$ cat src/rtl/alu_seq_pkg.sv
`default_nettype none
// ============================================================================
//  Module      : alu_seq_pkg
//  Description : Shared types and constants for the ALU sequencer: FSM state
//                encoding, ALU control codes, jump condition codes and
//                instruction field positions.
//  Revision    : 1.0 - initial release
// ============================================================================
package alu_seq_pkg;

    // Sequencer FSM states, explicitly encoded in 3 bits
    typedef enum logic [2:0] {
        ST_FETCH   = 3'd0,
        ST_DECODE  = 3'd1,
        ST_OPERAND = 3'd2,
        ST_EXEC    = 3'd3,
        ST_WB      = 3'd4,
        ST_HALT    = 3'd5
    } seq_state_t;

    // ALU control codes
    localparam logic [2:0] ALU_NAND = 3'b000;
    localparam logic [2:0] ALU_AND  = 3'b001;
    localparam logic [2:0] ALU_XOR  = 3'b010;
    localparam logic [2:0] ALU_SHR  = 3'b011;
    localparam logic [2:0] ALU_PASS = 3'b100;
    localparam logic [2:0] ALU_ADD  = 3'b110;
    localparam logic [2:0] ALU_CMP  = 3'b111;

    // Control-flow condition codes (kk field)
    localparam logic [1:0] COND_ALWAYS = 2'b00;
    localparam logic [1:0] COND_ZF     = 2'b01;
    localparam logic [1:0] COND_CF     = 2'b10;
    localparam logic [1:0] COND_HALT   = 2'b11;

    // Instruction class in bits [7:6]; ALU ops are 0?
    localparam logic [1:0] CLASS_LI   = 2'b10;
    localparam logic [1:0] CLASS_CTRL = 2'b11;

    // Instruction field LSB positions
    localparam int unsigned IR_CLASS_LSB = 6;
    localparam int unsigned IR_CTRL_LSB  = 4;
    localparam int unsigned IR_RA_LSB    = 2;
    localparam int unsigned IR_RB_LSB    = 0;
    localparam int unsigned IR_RD_LSB    = 4;
    localparam int unsigned IR_COND_LSB  = 4;

    // True when a control-flow condition is satisfied by the current flags
    function automatic logic cond_met(input logic [1:0] cond, input logic zf, input logic cf);
        logic met;
        met = 1'b0;
        case (cond)
            COND_ALWAYS: met = 1'b1;
            COND_ZF:     met = zf;
            COND_CF:     met = cf;
            default:     met = 1'b0;
        endcase
        return met;
    endfunction

endpackage
`default_nettype wire

$ cat src/rtl/seq_regfile.sv
`default_nettype none
// ============================================================================
//  Module      : seq_regfile
//  Description : 4 x 8-bit register file, two asynchronous read ports and one
//                synchronous write port, synchronous reset to zero.
//  Revision    : 1.0 - initial release
// ============================================================================
module seq_regfile (
    input  logic       clk,
    input  logic       rst,
    input  logic [1:0] i_rd_addr_a,
    output logic [7:0] o_rd_data_a,
    input  logic [1:0] i_rd_addr_b,
    output logic [7:0] o_rd_data_b,
    input  logic       i_wr_en,
    input  logic [1:0] i_wr_addr,
    input  logic [7:0] i_wr_data
);

    logic [7:0] r_regs [4];

    // Register storage: clear on reset, single write port otherwise
    always_ff @(posedge clk) begin
        if (rst) begin
            for (int i = 0; i < 4; i++) begin
                r_regs[i] <= 8'h00;
            end
        end else if (i_wr_en) begin
            r_regs[i_wr_addr] <= i_wr_data;
        end
    end

    assign o_rd_data_a = r_regs[i_rd_addr_a];
    assign o_rd_data_b = r_regs[i_rd_addr_b];

endmodule
`default_nettype wire

$ cat src/rtl/alu_sequencer.sv
`default_nettype none
// ============================================================================
//  Module      : alu_sequencer
//  Description : Control unit for the 8-bit ALU. Fetches byte instructions
//                over a req/valid port, holds a 4x8 register file, issues one
//                ALU operation per instruction and jumps on zf/cf.
//                Optional single-step mode: define ALU_SEQ_SINGLE_STEP_EN to
//                add the step input that gates each instruction fetch.
//  Revision    : 1.0 - initial release
// ============================================================================
module alu_sequencer
    import alu_seq_pkg::*;
#(
    parameter logic [7:0] RESET_PC        = 8'h00,
    parameter bit         HALT_ON_INVALID = 1'b1
) (
    input  logic       clk,
    input  logic       rst,
`ifdef ALU_SEQ_SINGLE_STEP_EN
    input  logic       step,
`endif
    output logic [7:0] mem_addr,
    output logic       mem_req,
    input  logic [7:0] mem_data,
    input  logic       mem_valid,
    output logic [7:0] alu_a,
    output logic [7:0] alu_b,
    output logic [2:0] alu_control,
    output logic       alu_execute,
    input  logic [7:0] alu_out,
    input  logic       alu_zf,
    input  logic       alu_cf,
    output logic       halted
);

    seq_state_t r_state, w_state_next;
    logic [7:0] r_pc, r_ir, w_pc_next;
    logic       r_mem_req, w_mem_req_next;
    logic [7:0] r_alu_a, r_alu_b;
    logic [2:0] r_alu_control;
    logic       r_alu_execute, r_halted;

    logic       w_fire, w_taken, w_is_alu;
    logic [1:0] w_class, w_ra, w_rb, w_rd, w_cond;
    logic [2:0] w_ctrl;
    logic [7:0] w_rd_a, w_rd_b;
    logic       w_rf_we;
    logic [1:0] w_rf_waddr;
    logic [7:0] w_rf_wdata;

    // Instruction fields
    assign w_class  = r_ir[IR_CLASS_LSB +: 2];
    assign w_ctrl   = r_ir[IR_CTRL_LSB +: 3];
    assign w_ra     = r_ir[IR_RA_LSB +: 2];
    assign w_rb     = r_ir[IR_RB_LSB +: 2];
    assign w_rd     = r_ir[IR_RD_LSB +: 2];
    assign w_cond   = r_ir[IR_COND_LSB +: 2];
    assign w_is_alu = ~r_ir[7];

    // A byte is accepted only while our own request is up
    assign w_fire  = r_mem_req & mem_valid;
    assign w_taken = (w_class == CLASS_CTRL) & cond_met(w_cond, alu_zf, alu_cf);

    seq_regfile u_regfile (
        .clk         (clk),
        .rst         (rst),
        .i_rd_addr_a (w_ra),
        .o_rd_data_a (w_rd_a),
        .i_rd_addr_b (w_rb),
        .o_rd_data_b (w_rd_b),
        .i_wr_en     (w_rf_we),
        .i_wr_addr   (w_rf_waddr),
        .i_wr_data   (w_rf_wdata)
    );

    // State register
    always_ff @(posedge clk) begin
        if (rst) begin
            r_state <= ST_FETCH;
        end else begin
            r_state <= w_state_next;
        end
    end

    // Next-state logic
    always_comb begin
        w_state_next = r_state;
        case (r_state)
            ST_FETCH:   if (w_fire) w_state_next = ST_DECODE;
            ST_DECODE: begin
                casez (w_class)
                    2'b0?:      w_state_next = ST_EXEC;
                    CLASS_LI:   w_state_next = ST_OPERAND;
                    CLASS_CTRL: w_state_next = (w_cond == COND_HALT) ? ST_HALT : ST_OPERAND;
                    default:    w_state_next = HALT_ON_INVALID ? ST_HALT : ST_FETCH;
                endcase
            end
            ST_OPERAND: if (w_fire) w_state_next = ST_FETCH;
            ST_EXEC:    w_state_next = ST_WB;
            ST_WB:      w_state_next = ST_FETCH;
            ST_HALT:    w_state_next = ST_HALT;
            default:    w_state_next = ST_FETCH;
        endcase
    end

    // Output / datapath next values: pc, fetch request, register write-back
    always_comb begin
        w_pc_next = r_pc;
        if (w_fire && r_state == ST_FETCH) begin
            w_pc_next = r_pc + 8'd1;
        end else if (w_fire && r_state == ST_OPERAND) begin
            w_pc_next = w_taken ? mem_data : r_pc + 8'd1;
        end

`ifdef ALU_SEQ_SINGLE_STEP_EN
        // Operand fetches run freely; instruction fetches wait for a step pulse
        w_mem_req_next = (w_state_next == ST_OPERAND) ||
                         ((r_state == ST_FETCH) && (w_state_next == ST_FETCH) && (r_mem_req || step));
`else
        // Request is raised on entry so a zero-wait memory completes in one cycle
        w_mem_req_next = (w_state_next == ST_FETCH) || (w_state_next == ST_OPERAND);
`endif

        w_rf_we    = 1'b0;
        w_rf_waddr = w_rd;
        w_rf_wdata = mem_data;
        if (r_state == ST_WB) begin
            w_rf_we    = (w_ctrl != ALU_CMP);
            w_rf_waddr = w_ra;
            w_rf_wdata = alu_out;
        end else if (r_state == ST_OPERAND && w_fire && w_class == CLASS_LI) begin
            w_rf_we = 1'b1;
        end
    end

    // Registered outputs and instruction/pc state
    always_ff @(posedge clk) begin
        if (rst) begin
            r_pc          <= RESET_PC;
            r_ir          <= 8'h00;
            r_mem_req     <= 1'b0;
            r_alu_a       <= 8'h00;
            r_alu_b       <= 8'h00;
            r_alu_control <= ALU_PASS;
            r_alu_execute <= 1'b0;
            r_halted      <= 1'b0;
        end else begin
            r_pc          <= w_pc_next;
            r_mem_req     <= w_mem_req_next;
            r_alu_execute <= (w_state_next == ST_EXEC);
            r_halted      <= (w_state_next == ST_HALT);
            if (r_state == ST_FETCH && w_fire) begin
                r_ir <= mem_data;
            end
            if (r_state == ST_DECODE && w_is_alu) begin
                r_alu_a       <= w_rd_a;
                r_alu_b       <= w_rd_b;
                r_alu_control <= w_ctrl;
            end
        end
    end

    assign mem_addr    = r_pc;
    assign mem_req     = r_mem_req;
    assign alu_a       = r_alu_a;
    assign alu_b       = r_alu_b;
    assign alu_control = r_alu_control;
    assign alu_execute = r_alu_execute;
    assign halted      = r_halted;

endmodule
`default_nettype wire

$ cat config.mk
export PLATFORM = sky130hd
export DESIGN_NAME = alu_sequencer
export DESIGN_NICKNAME = d
export VERILOG_FILES = /design/src/rtl/alu_seq_pkg.sv /design/src/rtl/seq_regfile.sv /design/src/rtl/alu_sequencer.sv
export SDC_FILE = /design/constraint.sdc
export NUM_CORES = 1
export LEC_CHECK = 0
export CAP_MARGIN = 5
export CORE_MARGIN = 2
export CORE_UTILIZATION = 49
export CTS_CLUSTER_SIZE = 12
export DETAILED_ROUTE_END_ITERATION = 6
export PLACE_DENSITY = 0.76
export SLEW_MARGIN = 20
export SYNTH_ARGS = -nofsm -noshare
export SYNTH_HDL_FRONTEND = slang
export SYNTH_HIERARCHICAL = 1
export SYNTH_SLANG_ARGS = --single-unit
$ cat constraint.sdc
create_clock -name clk -period 2.85 [get_ports clk]
set_input_delay 0.57 -clock clk [delete_from_list [all_inputs] [get_ports clk]]
set_output_delay 0.57 -clock clk [all_outputs]
set_load 0.01 [all_outputs]
==> impl_results.md <==
* DP Worst Slack at 0.290 ns
* Die ar. at around 7900 um^2
* Wire per inst at between 15 and 20 um
* Power Density at roughly 520 nW/um^2
* Global route overflow at 0
* Main synth FF type: dfxtp_1
* Post-synth cell types at 48
* Post-synthesis cell area at 3550 um^2
* Max Clk Rate at around 450 MHz
* Placed cells at between 400 and 500
* Setup violations, final at 0
* Ys Warns at 6
* Max-slew headroom at slightly above 50%
* Final Instance Area at between 4000 and 5000 um^2
* Clk buf depth at 2
* Syn nets at around 350
* Fin crit period at 2.23 ns
* Critical R2R Capture: u_regfile/r_regs[2][2]
* Setup crit start kind: flip-flop
* Actual slew at the worst max-slew pin at roughly 0.73 ns
* Via/cell ratio at roughly 5.3
* Slowest cell on crit path: dfxtp_1
* Share of layout cells above drive strength 1 at 19.0%
* Crit. End Element: flip-flop
* Clk_skew at 0.0101 ns
* Register bit total from synthesis at 73
* Worst-case reg-to-reg path depth at 6
* Final Power at about 2.2 mW
* Post-DP HPWL at roughly 5300 um
* Worst path top cell family by delay: simple AND/OR/NAND/NOR gates
* Status: finished, final reports clean
* Die Wd at 89.1 um
* CTS HTree Levels at 3
* Core area at approximately 7100 um^2
* Most common cell on crit path: buf_4
* Maximum net fanout on the critical path at 10
* Antenna violations before repair at 0
* Antenna-violating nets left at 0
* GP Congestion at 0.846
* Row count at 31
* Fin cells at 483
* Crit share post-route at around 78%
* Worst min path class: flip-flop to flip-flop
* Worst reg2reg setup slack at around 0.62 ns
* Clock sinks at 73
* Root buf cell: clkbuf_8
* Placed Area at 4130 um^2
* Hold Crit Start: alu_a[1]
* Cts repair resizes at 0
* Final worst slack at just over 0.6 ns
* I/O pins at 51
* Layout area overhead at 21.6%
* Chip Height at slightly below 90 um
* CTS tree: yes
* Gr usage total at approximately a fifth
* Async SR Flop Fraction at 0%
* Final Util at 60.4%
* Worst path depth at 6
* Reg clk slew, reported paths at 0.08 ns
* Critical path arrival at ~2.3 ns
* Setup TNS at 0 ns
* Critical Path Sink: u_regfile/r_regs[2][2]
* CTS Buf Count at 9
* Detailed Route WL at 7350 um
* Drt pass-1 iters at 4
* Sequential share of the synthesized area at 50.2%
* Cells after Synth at between 300 and 400
* Max-slew violation count at 0
* Crit path largest cell delay at between 0.4 and 0.5 ns
* Number of global-route vias before repair at about 2,400
* Hold path depth at 2
* Endpoints failing hold at 0
* Post-synth EDFFs at 32
* Mapped Avg Cell Area at 10.8 um^2
* Initial Utilization at about half
* RR Startpoint: r_state[1]
* Data required time of the worst path at between 2 and 3 ns
* DR DRC count at 0
* Antenna cell count at 0
* First-pass GRT wire length at ~12,000 um
* I/O Buffers at 50
* Fin nets at 401
* Final hold slack at 0.454 ns
* Leak pwr at around 1.5 nW
* CP bufs+invs at 2
* Cts hold-fix bufs at 0
* Post-CTS Setup Bufs at 0
* RSZ-0062 raised after global routing: false
* Iter 0 DRT Violations at 161
* Peak supply drop at roughly 220 uV
* Largest net degree at the start of global routing at 43
* CP startpoint: r_state[1]
* WS Path Type: flip-flop to flip-flop
* Via count at 2,580
* Worst-Skew Late Latency at roughly 0.35 ns
* Worst path cell trace: nor3b_1 -> buf_4 -> mux2_2 -> nand2b_1 -> o21bai_1 -> buf_4
* Max cap viols at 0
==> worst min-delay path by stage <==
stage	to	slack (ns)
floorplan	r_ir[1]	0.44
finish	alu_a[1]	0.45
detailed placement	alu_a[1]	0.45
global route	alu_b[4]	0.48
CTS	alu_a[1]	0.46
global placement	alu_b[4]	0.44
==> cells in the mapped netlist (all sizes together), types with 2 or more instances <==
library cell  number  area, um^2
nand2             67         251
dfxtp             41         821
and2              32         210
edfxtp            32         961
a21oi             31         155
mux4              16         360
clkbuf            14        55.1
mux2              10         113
nor2              10        37.5
buf                7        65.1
nand3              7        35.0
a31oi              6        37.5
nor3               5        30.0
or3                5        32.5
inv                4        15.0
a21o               3        26.3
and3               3        18.8
mux2i              3        30.0
nand2b             3        18.8
a211oi             2        15.0
a31o               2        17.5
and4bb             2        32.5
nand3b             2        15.0
nor3b              2        15.0
nor4               2        18.8
o21ai              2        10.0
o21bai             2        15.0
==> flip-flops by register name, indices dropped and copies added (netlist names) <==
signal,count
mem_req,1
alu_control,3
r_ir,8
u_regfile/r_regs,32
mem_addr,8
halted,1
alu_execute,1
alu_a,8
alu_b,8
r_state,3
==> cell type report <==
cell class                 instances  area (um^2)
tap                               99          124
clock inverter                     6         58.8
sequential                        73         1780
clock buffer                      10          128
multi-input combinational        231         1630
fill                             591         2820
inverter                           4         15.0
timing repair buffer              60          576
==> metal layers <==
metal	up-vias	part of all wire [%]	routed length, um	global-route usage [%]
met3	18	5.3	390	4.52
met1	1203	46	3400	28.0
met5	-	0	0	0
li1	1275	-	-	-
met4	0	3.3	242	9.23
met2	84	45	3320	29.0
==> cell families (layout without fill, tap and decap cells) <==
group	Yosys count	in the layout	synth area share (%)
and+or+nand+nor	150	150	23.0
buffers and inverters	25	80	3.81
DFF	73	73	50.2
muxes	29	29	14.2
AOI/OAI and AO/OA	51	51	8.47
adders and majority gates	1	1	0.353
==> cells in the final DEF, fill, tap and decap left out, types with 3 or more instances in the layout <==
cell type,instances
nand2b_1,3
nor2_1,10
nor3_1,4
and2_1,24
and2_2,8
edfxtp_1,32
clkbuf_8,9
a21o_2,3
clkdlybuf4s50_1,50
mux4_2,16
mux2_2,10
and3_1,3
dfxtp_1,41
a21oi_1,31
nand2_1,67
nand3_1,7
inv_1,4
or3_1,4
a31oi_1,6
mux2i_1,3
buf_4,10
==> tightest hold or removal path: cells and delay by family (launching register included) <==
family / cells / cell delay, ns
AND/OR/NAND/NOR: 1 / 0.05
flip-flops: 1 / 0.31
AO/OA/AOI/OAI: 1 / 0.05
==> power by group <==
group | internal [mW] | switching (mW)
logic | 0.147 | 0.137
clock network | 0.398 | 0.384
registers | 1.14 | 0.0464
total | 1.68 | 0.567
Power figures use the tool's default switching activity.
